$ cat src/rtl/dmem_access_unit_pkg.sv
// Shared definitions for the data-memory access unit: FSM state encoding,
// lane-0 size masks carried on CORE_BE[3:0], and the default timeout.
package dmem_pkg;

  typedef enum logic [1:0] {
    IDLE   = 2'd0,
    ACCESS = 2'd1,
    DONE   = 2'd2
  } dmem_state_t;

  localparam logic [3:0] BE_BYTE = 4'b0001;
  localparam logic [3:0] BE_HALF = 4'b0011;
  localparam logic [3:0] BE_WORD = 4'b1111;

  localparam int DEFAULT_TIMEOUT = 64;

endpackage

$ cat src/rtl/dmem_access_unit_if.sv
// Bus bundles for the data-memory access unit.
// dmem_core_if: load/store stage side (master = core, slave = access unit).
// dmem_mem_if:  SRAM side (master = access unit, slave = SRAM).
interface dmem_core_if;
  logic        CORE_CSN;
  logic        CORE_WEN;
  logic [4:0]  CORE_BE;
  logic [31:0] CORE_ADDR;
  logic [31:0] CORE_WDATA;
  logic [31:0] CORE_RDATA;
  logic        CORE_STALL;
  logic        CORE_ERR;

  modport master (
    output CORE_CSN, CORE_WEN, CORE_BE, CORE_ADDR, CORE_WDATA,
    input  CORE_RDATA, CORE_STALL, CORE_ERR
  );

  modport slave (
    input  CORE_CSN, CORE_WEN, CORE_BE, CORE_ADDR, CORE_WDATA,
    output CORE_RDATA, CORE_STALL, CORE_ERR
  );
endinterface

interface dmem_mem_if #(parameter int AWIDTH = 12);
  logic              MEM_CSN;
  logic              MEM_WEN;
  logic [3:0]        MEM_BE;
  logic [AWIDTH-1:0] MEM_ADDR;
  logic [31:0]       MEM_DI;
  logic [31:0]       MEM_DOUT;
  logic              MEM_READY;

  modport master (
    output MEM_CSN, MEM_WEN, MEM_BE, MEM_ADDR, MEM_DI,
    input  MEM_DOUT, MEM_READY
  );

  modport slave (
    input  MEM_CSN, MEM_WEN, MEM_BE, MEM_ADDR, MEM_DI,
    output MEM_DOUT, MEM_READY
  );
endinterface

$ cat src/rtl/dmem_access_unit_load_ext.sv
// Load data extraction: picks the addressed lane out of a 32-bit SRAM word
// and sign- or zero-extends bytes and halfwords. Purely combinational so it
// can also sit on a cache fill path.
module dmem_load_ext
  import dmem_pkg::*;
(
  input  logic [31:0] data_i,
  input  logic [1:0]  offset_i,
  input  logic [3:0]  size_i,
  input  logic        unsigned_i,
  output logic [31:0] data_o
);

  logic [31:0] shifted;

  assign shifted = data_i >> {offset_i, 3'b000};

  // Extend the lane-0 value according to access size; words pass through.
  always_comb begin
    data_o = shifted;
    if (size_i == BE_BYTE) begin
      data_o = {{24{~unsigned_i & shifted[7]}}, shifted[7:0]};
    end else if (size_i == BE_HALF) begin
      data_o = {{16{~unsigned_i & shifted[15]}}, shifted[15:0]};
    end
  end

endmodule

$ cat src/rtl/dmem_access_unit.sv
// Data-memory access unit between the core load/store stage and the SRAM.
// Aligns store data/byte enables, holds the SRAM request until MEM_READY,
// returns extended load data and stalls the core while busy.
// Optional feature macro: DMEM_TIMEOUT_EN (ACCESS timeout after TIMEOUT cycles).
module dmem_access_unit
  import dmem_pkg::*;
#(
  parameter int AWIDTH  = 12,
  parameter int TIMEOUT = DEFAULT_TIMEOUT
) (
  input  logic        CLK,
  input  logic        RSTn,
  dmem_core_if.slave  core,
  dmem_mem_if.master  mem
);

  dmem_state_t state_q, state_d;

  logic              memCsn_q, memCsn_d;
  logic              memWen_q, memWen_d;
  logic [3:0]        memBe_q, memBe_d;
  logic [AWIDTH-1:0] memAddr_q, memAddr_d;
  logic [31:0]       memDi_q, memDi_d;
  logic [1:0]        offset_q, offset_d;
  logic [3:0]        size_q, size_d;
  logic              unsigned_q, unsigned_d;
  logic [31:0]       coreRdata_q, coreRdata_d;
  logic              coreErr_q, coreErr_d;

  logic              misaligned;
  logic [3:0]        beShift;
  logic [31:0]       wdataShift;
  logic [31:0]       loadData;

`ifdef DMEM_TIMEOUT_EN
  localparam int CNT_W = $clog2(TIMEOUT + 1);
  logic [CNT_W-1:0] cnt_q, cnt_d;
`endif

  assign misaligned = ((core.CORE_BE[3:0] == BE_HALF) && core.CORE_ADDR[0]) ||
                      ((core.CORE_BE[3:0] == BE_WORD) && (core.CORE_ADDR[1:0] != 2'b00));
  assign beShift    = core.CORE_BE[3:0] << core.CORE_ADDR[1:0];
  assign wdataShift = core.CORE_WDATA << {core.CORE_ADDR[1:0], 3'b000};

  dmem_load_ext u_load_ext (
    .data_i     (mem.MEM_DOUT),
    .offset_i   (offset_q),
    .size_i     (size_q),
    .unsigned_i (unsigned_q),
    .data_o     (loadData)
  );

  // Next-state and next-register logic for the IDLE/ACCESS/DONE sequence.
  always_comb begin
    state_d     = state_q;
    memCsn_d    = memCsn_q;
    memWen_d    = memWen_q;
    memBe_d     = memBe_q;
    memAddr_d   = memAddr_q;
    memDi_d     = memDi_q;
    offset_d    = offset_q;
    size_d      = size_q;
    unsigned_d  = unsigned_q;
    coreRdata_d = coreRdata_q;
    coreErr_d   = 1'b0;
`ifdef DMEM_TIMEOUT_EN
    cnt_d       = cnt_q;
`endif
    case (state_q)
      IDLE: begin
        if (!core.CORE_CSN) begin
          if (misaligned) begin
            // Misaligned: no SRAM access, flag the error and finish at once.
            coreErr_d   = 1'b1;
            coreRdata_d = '0;
            state_d     = DONE;
          end else begin
            memCsn_d   = 1'b0;
            memWen_d   = core.CORE_WEN;
            memBe_d    = beShift;
            memAddr_d  = core.CORE_ADDR[AWIDTH+1:2];
            memDi_d    = wdataShift;
            offset_d   = core.CORE_ADDR[1:0];
            size_d     = core.CORE_BE[3:0];
            unsigned_d = core.CORE_BE[4];
`ifdef DMEM_TIMEOUT_EN
            cnt_d      = '0;
`endif
            state_d    = ACCESS;
          end
        end
      end
      ACCESS: begin
        if (mem.MEM_READY) begin
          memCsn_d = 1'b1;
          if (memWen_q) begin
            coreRdata_d = loadData;
          end
          state_d = DONE;
        end
`ifdef DMEM_TIMEOUT_EN
        else if (cnt_q == CNT_W'(TIMEOUT - 1)) begin
          memCsn_d    = 1'b1;
          coreErr_d   = 1'b1;
          coreRdata_d = '0;
          state_d     = DONE;
        end else begin
          cnt_d = cnt_q + 1'b1;
        end
`endif
      end
      DONE: begin
        state_d = IDLE;
      end
      default: begin
        state_d = IDLE;
      end
    endcase
  end

  // State and registered SRAM/core outputs, synchronous active-low reset.
  always_ff @(posedge CLK) begin
    if (!RSTn) begin
      state_q     <= IDLE;
      memCsn_q    <= 1'b1;
      memWen_q    <= 1'b1;
      memBe_q     <= '0;
      memAddr_q   <= '0;
      memDi_q     <= '0;
      offset_q    <= '0;
      size_q      <= '0;
      unsigned_q  <= 1'b0;
      coreRdata_q <= '0;
      coreErr_q   <= 1'b0;
    end else begin
      state_q     <= state_d;
      memCsn_q    <= memCsn_d;
      memWen_q    <= memWen_d;
      memBe_q     <= memBe_d;
      memAddr_q   <= memAddr_d;
      memDi_q     <= memDi_d;
      offset_q    <= offset_d;
      size_q      <= size_d;
      unsigned_q  <= unsigned_d;
      coreRdata_q <= coreRdata_d;
      coreErr_q   <= coreErr_d;
    end
  end

`ifdef DMEM_TIMEOUT_EN
  // Cycles spent in ACCESS without READY.
  always_ff @(posedge CLK) begin
    if (!RSTn) begin
      cnt_q <= '0;
    end else begin
      cnt_q <= cnt_d;
    end
  end
`endif

  assign core.CORE_STALL = ((state_q == IDLE) && !core.CORE_CSN) || (state_q == ACCESS);
  assign core.CORE_RDATA = coreRdata_q;
  assign core.CORE_ERR   = coreErr_q;
  assign mem.MEM_CSN     = memCsn_q;
  assign mem.MEM_WEN     = memWen_q;
  assign mem.MEM_BE      = memBe_q;
  assign mem.MEM_ADDR    = memAddr_q;
  assign mem.MEM_DI      = memDi_q;

endmodule

$ cat src/flat_wrapper.sv
// flat-port wrapper written by rule: the top's interface ports become plain ports
module dmem_access_unit_flat import dmem_pkg::*;
#(
  parameter int AWIDTH  = 12,
  parameter int TIMEOUT = DEFAULT_TIMEOUT
)
  (CLK, RSTn, core_CORE_CSN, core_CORE_WEN, core_CORE_BE, core_CORE_ADDR, core_CORE_WDATA, core_CORE_RDATA, core_CORE_STALL, core_CORE_ERR, mem_MEM_CSN, mem_MEM_WEN, mem_MEM_BE, mem_MEM_ADDR, mem_MEM_DI, mem_MEM_DOUT, mem_MEM_READY);
  dmem_core_if core_i ();
  dmem_mem_if #(.AWIDTH(AWIDTH)) mem_i ();
  input  logic CLK;
  input  logic RSTn;
  input wire logic [$bits(core_i.CORE_CSN)-1:0] core_CORE_CSN;
  input wire logic [$bits(core_i.CORE_WEN)-1:0] core_CORE_WEN;
  input wire logic [$bits(core_i.CORE_BE)-1:0] core_CORE_BE;
  input wire logic [$bits(core_i.CORE_ADDR)-1:0] core_CORE_ADDR;
  input wire logic [$bits(core_i.CORE_WDATA)-1:0] core_CORE_WDATA;
  output wire logic [$bits(core_i.CORE_RDATA)-1:0] core_CORE_RDATA;
  output wire logic [$bits(core_i.CORE_STALL)-1:0] core_CORE_STALL;
  output wire logic [$bits(core_i.CORE_ERR)-1:0] core_CORE_ERR;
  output wire logic [$bits(mem_i.MEM_CSN)-1:0] mem_MEM_CSN;
  output wire logic [$bits(mem_i.MEM_WEN)-1:0] mem_MEM_WEN;
  output wire logic [$bits(mem_i.MEM_BE)-1:0] mem_MEM_BE;
  output wire logic [$bits(mem_i.MEM_ADDR)-1:0] mem_MEM_ADDR;
  output wire logic [$bits(mem_i.MEM_DI)-1:0] mem_MEM_DI;
  input wire logic [$bits(mem_i.MEM_DOUT)-1:0] mem_MEM_DOUT;
  input wire logic [$bits(mem_i.MEM_READY)-1:0] mem_MEM_READY;
  assign core_i.CORE_CSN = core_CORE_CSN;
  assign core_i.CORE_WEN = core_CORE_WEN;
  assign core_i.CORE_BE = core_CORE_BE;
  assign core_i.CORE_ADDR = core_CORE_ADDR;
  assign core_i.CORE_WDATA = core_CORE_WDATA;
  assign core_CORE_RDATA = core_i.CORE_RDATA;
  assign core_CORE_STALL = core_i.CORE_STALL;
  assign core_CORE_ERR = core_i.CORE_ERR;
  assign mem_MEM_CSN = mem_i.MEM_CSN;
  assign mem_MEM_WEN = mem_i.MEM_WEN;
  assign mem_MEM_BE = mem_i.MEM_BE;
  assign mem_MEM_ADDR = mem_i.MEM_ADDR;
  assign mem_MEM_DI = mem_i.MEM_DI;
  assign mem_i.MEM_DOUT = mem_MEM_DOUT;
  assign mem_i.MEM_READY = mem_MEM_READY;
  dmem_access_unit #(.AWIDTH(AWIDTH), .TIMEOUT(TIMEOUT)) u_core (.CLK(CLK), .RSTn(RSTn), .core(core_i), .mem(mem_i));
endmodule
$ cat config.mk
export PLATFORM = sky130hd
export DESIGN_NAME = dmem_access_unit_flat
export DESIGN_NICKNAME = d
export VERILOG_FILES = /design/src/rtl/dmem_access_unit_pkg.sv /design/src/rtl/dmem_access_unit_if.sv /design/src/rtl/dmem_access_unit_load_ext.sv /design/src/rtl/dmem_access_unit.sv /design/src/flat_wrapper.sv
export SDC_FILE = /design/constraint.sdc
export NUM_CORES = 1
export LEC_CHECK = 0
export ABC_CLOCK_PERIOD_IN_PS = 1700
export CORE_UTILIZATION = 39
export DETAILED_ROUTE_END_ITERATION = 12
export PLACE_DENSITY = 0.8
export SLEW_MARGIN = 0
export SYNTH_ARGS = -nofsm -noshare
export SYNTH_HDL_FRONTEND = slang
export SYNTH_SLANG_ARGS = --single-unit
export TNS_END_PERCENT = 10
$ cat constraint.sdc
create_clock -name CLK -period 1.7 [get_ports CLK]
set_input_delay 0.17 -clock CLK [delete_from_list [all_inputs] [get_ports CLK]]
set_output_delay 0.17 -clock CLK [all_outputs]
set_load 0.02 [all_outputs]
; After elaboration in Yosys (flattened, before gate mapping)
; Index checks and enable logic that the tools add are counted.
; Widths: inputs -> output; s select.
[op_classes]
mux = 16
n_shift = 3
bitwise_logic = 7
reduce_logical = 14
eq_ne = 10
[ops]
columns = operator, n
row1 = $mux 32, 6
row2 = $pmux 32 s2, 1
row3 = $shl 32x5->32, 1
row4 = $shr 32x5->32, 1
row5 = $eq 4x2->1 const B, 2
row6 = $mux 2, 3
row7 = $ne 2x2->1 const B, 3
row8 = $not 1->1, 5
row9 = $reduce_and 5->1, 1
row10 = $eq 4x1->1 const B, 1
row11 = $eq 4x4->1 const B, 1
row12 = $mux 1, 4
row13 = $ne 2x1->1 const B, 2
row14 = $pmux 2 s2, 1
row15 = $reduce_and 4->1, 1
row16 = $reduce_bool 2->1, 2
row17 = $shl 4x2->4, 1
row18 = $logic_and 1x1->1, 3
row19 = $reduce_and 3->1, 1
row20 = $reduce_or 3->1, 1
row21 = $and 1x1->1, 2
row22 = $eq 2x1->1 const B, 1
row23 = $logic_not 2->1, 1
row24 = $logic_or 1x1->1, 2
row25 = other kinds (3), 3
[word_totals]
regBits = 92
word_cells = 61
out_inout_bits = 84
input_bits = 106

; Depth between registers and ports, before layout
; Gate-level depths: netlist (run 1).
[logic_depth]
ltp_word = 7
depth_mapped = 7
mapped_depth_nobuf = 4

; Cells and area by module
; From an unflattened synthesis (run 1), not the netlist that was laid out.
[unflattened]
cells_unflattened = 557
hier_area_um2 = 4988.5
[modules_own_cells]
columns = mod, instances, cells_per_inst, seq_area_each_um2, area_per_inst_um2
row1 = dmem_access_unit, 1, 451, 1841.8, 4150.2
row2 = dmem_load_ext, 1, 106, 0.0, 838.3

; Least setup slack after synthesis (run 1)
; OpenSTA, ideal clock, no wires.
[synth_timing]
kind = register -> register
start = register u_core.size_q[1]
end = register u_core.coreRdata_q[23], in the netlist u_core.core.CORE_RDATA[23]
setup_ps = 117
t_required_ps = 1583
n_path_buf = 0
path_slack_ps = -60
path_stages_with_launch = 5
synth_period_minus_slack_ps = 1760
t_arrival_ps = 1643
path_cell_list = dfxtp_1 mux4_2 nor3b_4 o31a_4 a22o_1
[synth_between]
elab_chain_cells = 6
elab_cells_between_ends = 7
classes_between = eq/ne: 2 / mux: 5
[synth_rtl]
columns = item, line
row1 = start: declaration, dmem_access_unit.sv:25  ; logic [3:0] size_q, size_d;
row2 = start signal: assignment, dmem_access_unit.sv:143  ; size_q <= size_d;
row3 = $eq 4x2->1, dmem_access_unit_load_ext.sv:23  ; end else if (size_i == BE_HALF) begin
row4 = $mux 32, dmem_access_unit_load_ext.sv:23
row5 = $mux 32 *, dmem_access_unit_load_ext.sv:21  ; if (size_i == BE_BYTE) begin
row6 = $mux 32 *, dmem_access_unit.sv:96  ; if (memWen_q) begin
row7 = $mux 32 *, dmem_access_unit.sv:94  ; if (mem.MEM_READY) begin
row8 = $pmux 32 s2 *, dmem_access_unit.sv:69  ; case (state_q)
row9 = end signal: assignment, dmem_access_unit.sv:145  ; coreRdata_q <= coreRdata_d;
row10 = end: declaration, dmem_access_unit.sv:27  ; logic [31:0] coreRdata_q, coreRdata_d;
; Every way passes the cells marked *; elsewhere a longest branch is shown, timed or not. The select of a mux whose other input is x is not followed.
; A chain may end at the register's enable or synchronous reset.

; Worst setup path after layout (run 1)
; Ends and elaborated chain as after synthesis.

==> flow_summary.toml, run 1 <==
[clock_network]
clockBufferDepth = 2
clock-root-buffer = "clkbuf_16"
clock_latency_ns = 0.34
clk_pin_slew_ns = 0.07
cts_tree = "done"
h-tree-depth = 3
cts_hold_buf = 0
cts_buffers = 9
cts.sinks = 92

[worst_setup_path]
reg2reg_to = "u_core.core.CORE_RDATA[23]"
path_max_fanout = 8
cpPeakStageDelay_ns = 0.48
r2r-start = "u_core.size_q[1]"
startpoint_type = "register"
crit_chain = "mux4_2 > nor3b_4 > o31a_4 > a22o_1"
arrival_ns = 1.88
regToRegSetupSlack_ns = 0.06
worstPathRequired_ns = 1.94
critPathKind = "register to register"
worstSetupStartpoint = "u_core.size_q[1]"
cp_slowest_cell = "mux4_2"
rr_worst_depth = 4
critPathCaptureType = "register"

[die]
die_height_um = 109.3
core_area_um2 = 11030
die_w_um = 109.3
ioPinCount = 190
start_util = 0.4071
rows = 38
fp.dieArea_um2 = 11950

[min_path]
hold_depth = 2
min_to = "u_core.mem.MEM_CSN"
hold_path_class = "primary input to register"
hp-start = "RSTn"

[route]
route.detailed.drc = 0
first_iter_violations = 267
postRouteWirelength_mm = 14.17
avgRoutedWirePerCell_um = 16.91
vias_per_cell = 5.490
ant_nets = 0
drtPass1Iterations = 4
vias = 4601

[sta]
period_share = 0.9672
setup_viol_count_final = 0
tns_ns = 0
hold_viol = 0
worst_clock_skew_ns = 0.009169
worst_pin_slew_ns = 0.5681
relSlewSlack = 0.6199
period_needed_ns = 1.644
maxSlewViolCount = 0
max_freq_mhz = 608.2

[pwr]
p_leak_nw = 2.600
internal-power_mw = 4.271
seqPwrFrac = 0.399
max-vdd-ir-drop_mv = 0.5816
comb_power_share = 0.240
p_sw_frac = 0.2787
switchingPower_mw = 1.650
power_frac_clock = 0.361
power.total_mw = 5.921
powerDensity_nw_per_um2 = 848.8

[synthesis]
syn-num-nets = 608
synth_area_leaders = "dfxtp_1 41%, mux2i_1 7.8%, o21ai_0 6.0%"
yosysTopAreaCell = "dfxtp_1"
synth_edf_count = 0
ys_ff_latch = 92
async_flop_share = 0
synthFlopType = "dfxtp_1"
synth-seq-area-share = 0.4101
syn-mean-instance-area_um2 = 8.945
synth_top_area_share = 0.4101
synth_cell_types = 47
synth_area_um2 = 4491
syn_inst = 502
yosys_warnings = 0

[cells_and_area]
diodes = 0
final_cell_mix = "169 x clkdlybuf4s50_1, 90 x dfxtp_1, 61 x nand2_1"
final_layout_size_suffix_gt1_frac = 0.1461
areaGrowthSynthToFinish_pct = 55.34
layout_commonest_cell = "clkdlybuf4s50_1"
nets = 799
final_cells = 838

[global_route]
grt_first_pass_wirelength_mm = 21.66
grt_pass1_vias = 4425
track_usage = 0.2355
grt_overflow = 0
grt_max_degree = 63
antenna_found_initial = 0

[flow_run]
maxCapViolations = 0

[placed_design]
placedCellCount = 822
place_congestion = 0.9169
io_buffers = 171
dp_hpwl_mm = 10.58

[outcome]
status = "completed"
==> critical path: cells and delay by family (launching register included) <==
family           cells  cell delay (ns)
flip-flops           1             0.36
multiplexers         1             0.48
AO/OA/AOI/OAI        2             0.53
AND/OR/NAND/NOR      1             0.18
==> per-stage QoR <==
step | area, um^2 | worst slack (ns) | utilization | hold WS [ns]
final | 6975 | 0.05569 | 0.6324 | 0.1141
after global routing | 6975 | -0.006267 | 0.6324 | 0.1240
after CTS | 6937 | 0.01811 | 0.6289 | 0.1154
after detailed placement | 6601 | -0.4023 | 0.5985 | 0.4486
after global placement | 6601 | -0.2804 | 0.5985 | 0.4461
after floorplan | 4494 | 0.01182 | - | 0.2951
==> kinds of logic (layout without fill, tap and decap cells) <==
logic type	after synthesis	in the layout	synth area share
AO/OA/AOI/OAI	163	163	0.2547
XOR/XNOR	1	1	0.001951
AND/OR/NAND/NOR	153	153	0.1677
flip-flops	92	92	0.4101
multiplexers	46	46	0.1106
buffers and inverters	47	243	0.05489
==> Yosys cell counts (2+ instances only) <==
master	number
clkbuf_8	3
dfxtp_1	92
or3b_2	2
nor2_2	2
nor3b_1	2
o21ai_0	54
o2bb2ai_1	26
o22ai_1	2
a21oi_1	18
mux4_2	2
nor2b_1	9
a211oi_1	14
buf_2	13
a22o_1	17
nor2_1	11
nand3_1	48
o211ai_1	10
mux2i_1	35
a211o_1	7
o31a_1	7
o221ai_1	2
clkbuf_1	26
and2_1	8
nand2_1	61
mux2_2	9
==> power by group through the flow <==
stage	logic, mW	registers, mW	clock network [mW]
global route	1.52	2.38	2.25
finish	1.42	2.36	2.14
floorplan	0.579	2.53	0
detailed placement	1.39	2.41	0
global placement	1.37	2.40	0
CTS	1.41	2.36	2.16
==> sequential cells by signal (all words and copies together), names as in the netlist, 2 cells and up <==
signal                  cells
u_core.core.CORE_RDATA     32
u_core.mem.MEM_ADDR        12
u_core.mem.MEM_BE           4
u_core.mem.MEM_DI          32
u_core.offset_q             2
u_core.size_q               4
u_core.state_q              2
==> routing by layer <==
layer	global-route usage	part of all wire	wire length, um	vias up
met1	0.2785	0.41	5783	2129
met3	0.07587	0.10	1480	31
met5	0	0	0	-
li1	-	-	-	2229
met4	0.09905	0.023	323	0
met2	0.3922	0.46	6586	212
==> cell type report <==
type / instances / area (um^2)
flip-flops and latches: 92 / 1847
well taps: 140 / 175.2
clock inverters: 4 / 55.05
inverters: 1 / 3.754
fillers: 905 / 4055
multi-input cells: 363 / 2471
clock buffers: 12 / 267.8
repair buffers: 226 / 2156
==> how the worst max path moves through the flow <==
| stage | to | slack [ns] | depth (start not counted) |
|---|---|---|---|
| after floorplan | u_core.core.CORE_RDATA[23] | 0.01 | 4 |
| after global placement | u_core.mem.MEM_DI[11] | -0.28 | 5 |
| after detailed placement | u_core.mem.MEM_DI[14] | -0.40 | 5 |
| after CTS | u_core.core.CORE_RDATA[23] | 0.02 | 5 |
| after global routing | u_core.core.CORE_RDATA[28] | -0.006 | 6 |
| final | u_core.core.CORE_RDATA[23] | 0.06 | 4 |
==> what timing repair did <==
item / in CTS / in global routing
buffers inserted: 0 / 0
pin swaps: 1 / 0
resized for setup: 4 / 6
endpoints found under the setup margin: 22 / 25
Power figures use the tool's default switching activity.
==> run 2: changes to the inputs <==
CTS_CLUSTER_SIZE = 10   (was default)
==> results of run 2 <==
No change in the layout: final DEF, timing and power equal those of run 1.
==> run 3: changes to the inputs <==
CELL_PAD_IN_SITES_DETAIL_PLACEMENT = 2   (was default)
CELL_PAD_IN_SITES_GLOBAL_PLACEMENT = 2   (was default)
CORE_UTILIZATION = 22   (was 39)
==> flow_summary.toml, run 3 (synthesis results as in run 1) <==
[die]
ioPinCount = 190
start_util = 0.2277
die_w_um = 144.9
core_area_um2 = 19720
fp.dieArea_um2 = 20990
die_height_um = 144.9
rows = 51

[sta]
rsz0062_at_grt = "yes"
period_needed_ns = 1.675
period_share = 0.9854
max_freq_mhz = 596.9
relSlewSlack = 0.5713
setup_viol_count_final = 0
worst_pin_slew_ns = 0.6417
hold_ws_ns = 0.1345
hold_viol = 0
maxSlewViolCount = 0
worst_clock_skew_ns = 0.009156

[clock_network]
clk_pin_slew_ns = 0.07
clockBufferDepth = 2
clock_latency_ns = 0.35
cts.sinks = 92
h-tree-depth = 3
cts_buffers = 9
cts_hold_buf = 0
clock-root-buffer = "clkbuf_16"
cts_tree = "done"

[route]
ant_nets = 0
vias_per_cell = 4.885
postRouteWirelength_mm = 19.01
route.detailed.drc = 0
first_iter_violations = 104
vias = 4690
drtPass1Iterations = 4
avgRoutedWirePerCell_um = 19.80

[worst_setup_path]
critPathCaptureType = "register"
startpoint_type = "register"
path_max_fanout = 8
cpPeakStageDelay_ns = 0.50
worstPathRequired_ns = 1.95
regToRegSetupSlack_ns = 0.02
crit_chain = "mux4_2 > nor3b_4 > o31a_4 > a22o_1"
arrival_ns = 1.92
cp_slowest_cell = "mux4_2"
critPathKind = "register to register"

[cells_and_area]
nets = 795
final_cell_mix = "166 x clkdlybuf4s50_1, 89 x dfxtp_1, 61 x nand2_1"
layout_commonest_cell = "clkdlybuf4s50_1"
utilization = 0.3633
final_layout_size_suffix_gt1_frac = 0.1369
multiInputGateArea_um2 = 2451
regArea_um2 = 1851
n_fill_cell = 2137
areaGrowthSynthToFinish_pct = 59.52

[placed_design]
dp_hpwl_mm = 14.29
io_buffers = 171
place_congestion = 0.8538

[global_route]
antenna_found_initial = 4
grt_first_pass_wirelength_mm = 28.41
track_usage = 0.1800
grt_overflow = 0
grt_max_degree = 57
grt_pass1_vias = 5139

[flow_run]
maxCapViolations = 0

[outcome]
status = "completed"

[pwr]
power.total_mw = 6.100
p_leak_nw = 2.623
powerDensity_nw_per_um2 = 851.6
max-vdd-ir-drop_mv = 0.4690

[min_path]
hold_path_class = "primary input to register"
-- run 3: worst paths after layout --
path	startpoint	end	cells past startpoint
setup / recovery	u_core.size_q[1]	u_core.core.CORE_RDATA[23]	4
hold / removal	RSTn	u_core.core.CORE_RDATA[4]	2
setup reg to reg	u_core.size_q[1]	u_core.core.CORE_RDATA[23]	4
hold reg to reg	u_core.mem.MEM_ADDR[10]	u_core.mem.MEM_ADDR[10]	2
-- run 3: power by group --
group          internal (mW)  switching (mW)  leakage, nW  total, mW
Combinational          0.741           0.770         1.72       1.51
Sequential              2.28          0.0917        0.752       2.37
Clock                   1.30           0.916        0.154       2.22
Total                   4.32            1.78         2.62       6.10
-- run 3: critical path: cells and delay by family, from the launching register on --
kind / cells / cell delay [ns]
AND/OR/NAND/NOR: 1 / 0.18
multiplexers: 1 / 0.50
AO/OA/AOI/OAI: 2 / 0.54
flip-flops: 1 / 0.35
-- run 3: cell type report --
cell class / count / share of cell area
clock buffers: 11 / 0.03249
flip-flops and latches: 92 / 0.2583
repair buffers: 222 / 0.3078
well taps: 265 / 0.04629
diodes: 1 / 0.0003493
clock inverters: 5 / 0.01205
multi-input cells: 363 / 0.3422
inverters: 1 / 0.0005240
-- run 3: timing repair --
item,CTS,global route
setup endpoints to repair,26,63
setup buffers,0,4
pin swaps,2,1
gates resized for setup,5,8
cloned,0,2
-- run 3: through the flow --
stage,setup TNS [ns],worst slack [ns],area (um^2),std cells
6_report,0,0.02475,7163,960
5_1_grt,-0.01069,-0.005623,7161,959
4_1_cts,-0.01680,-0.01680,7048,953
3_5_place_dp,-25.47,-0.3883,6718,937
3_3_place_gp,-16.87,-0.2478,6718,937
2_1_floorplan,0,0.01182,4494,502
-- run 3: routing by layer --
layer,wire [um],up-vias,GRT usage
met2,9353,148,0.3224
met4,364,4,0.06371
met5,22,-,0
met1,7825,2290,0.1981
li1,-,2222,-
met3,1445,26,0.05824
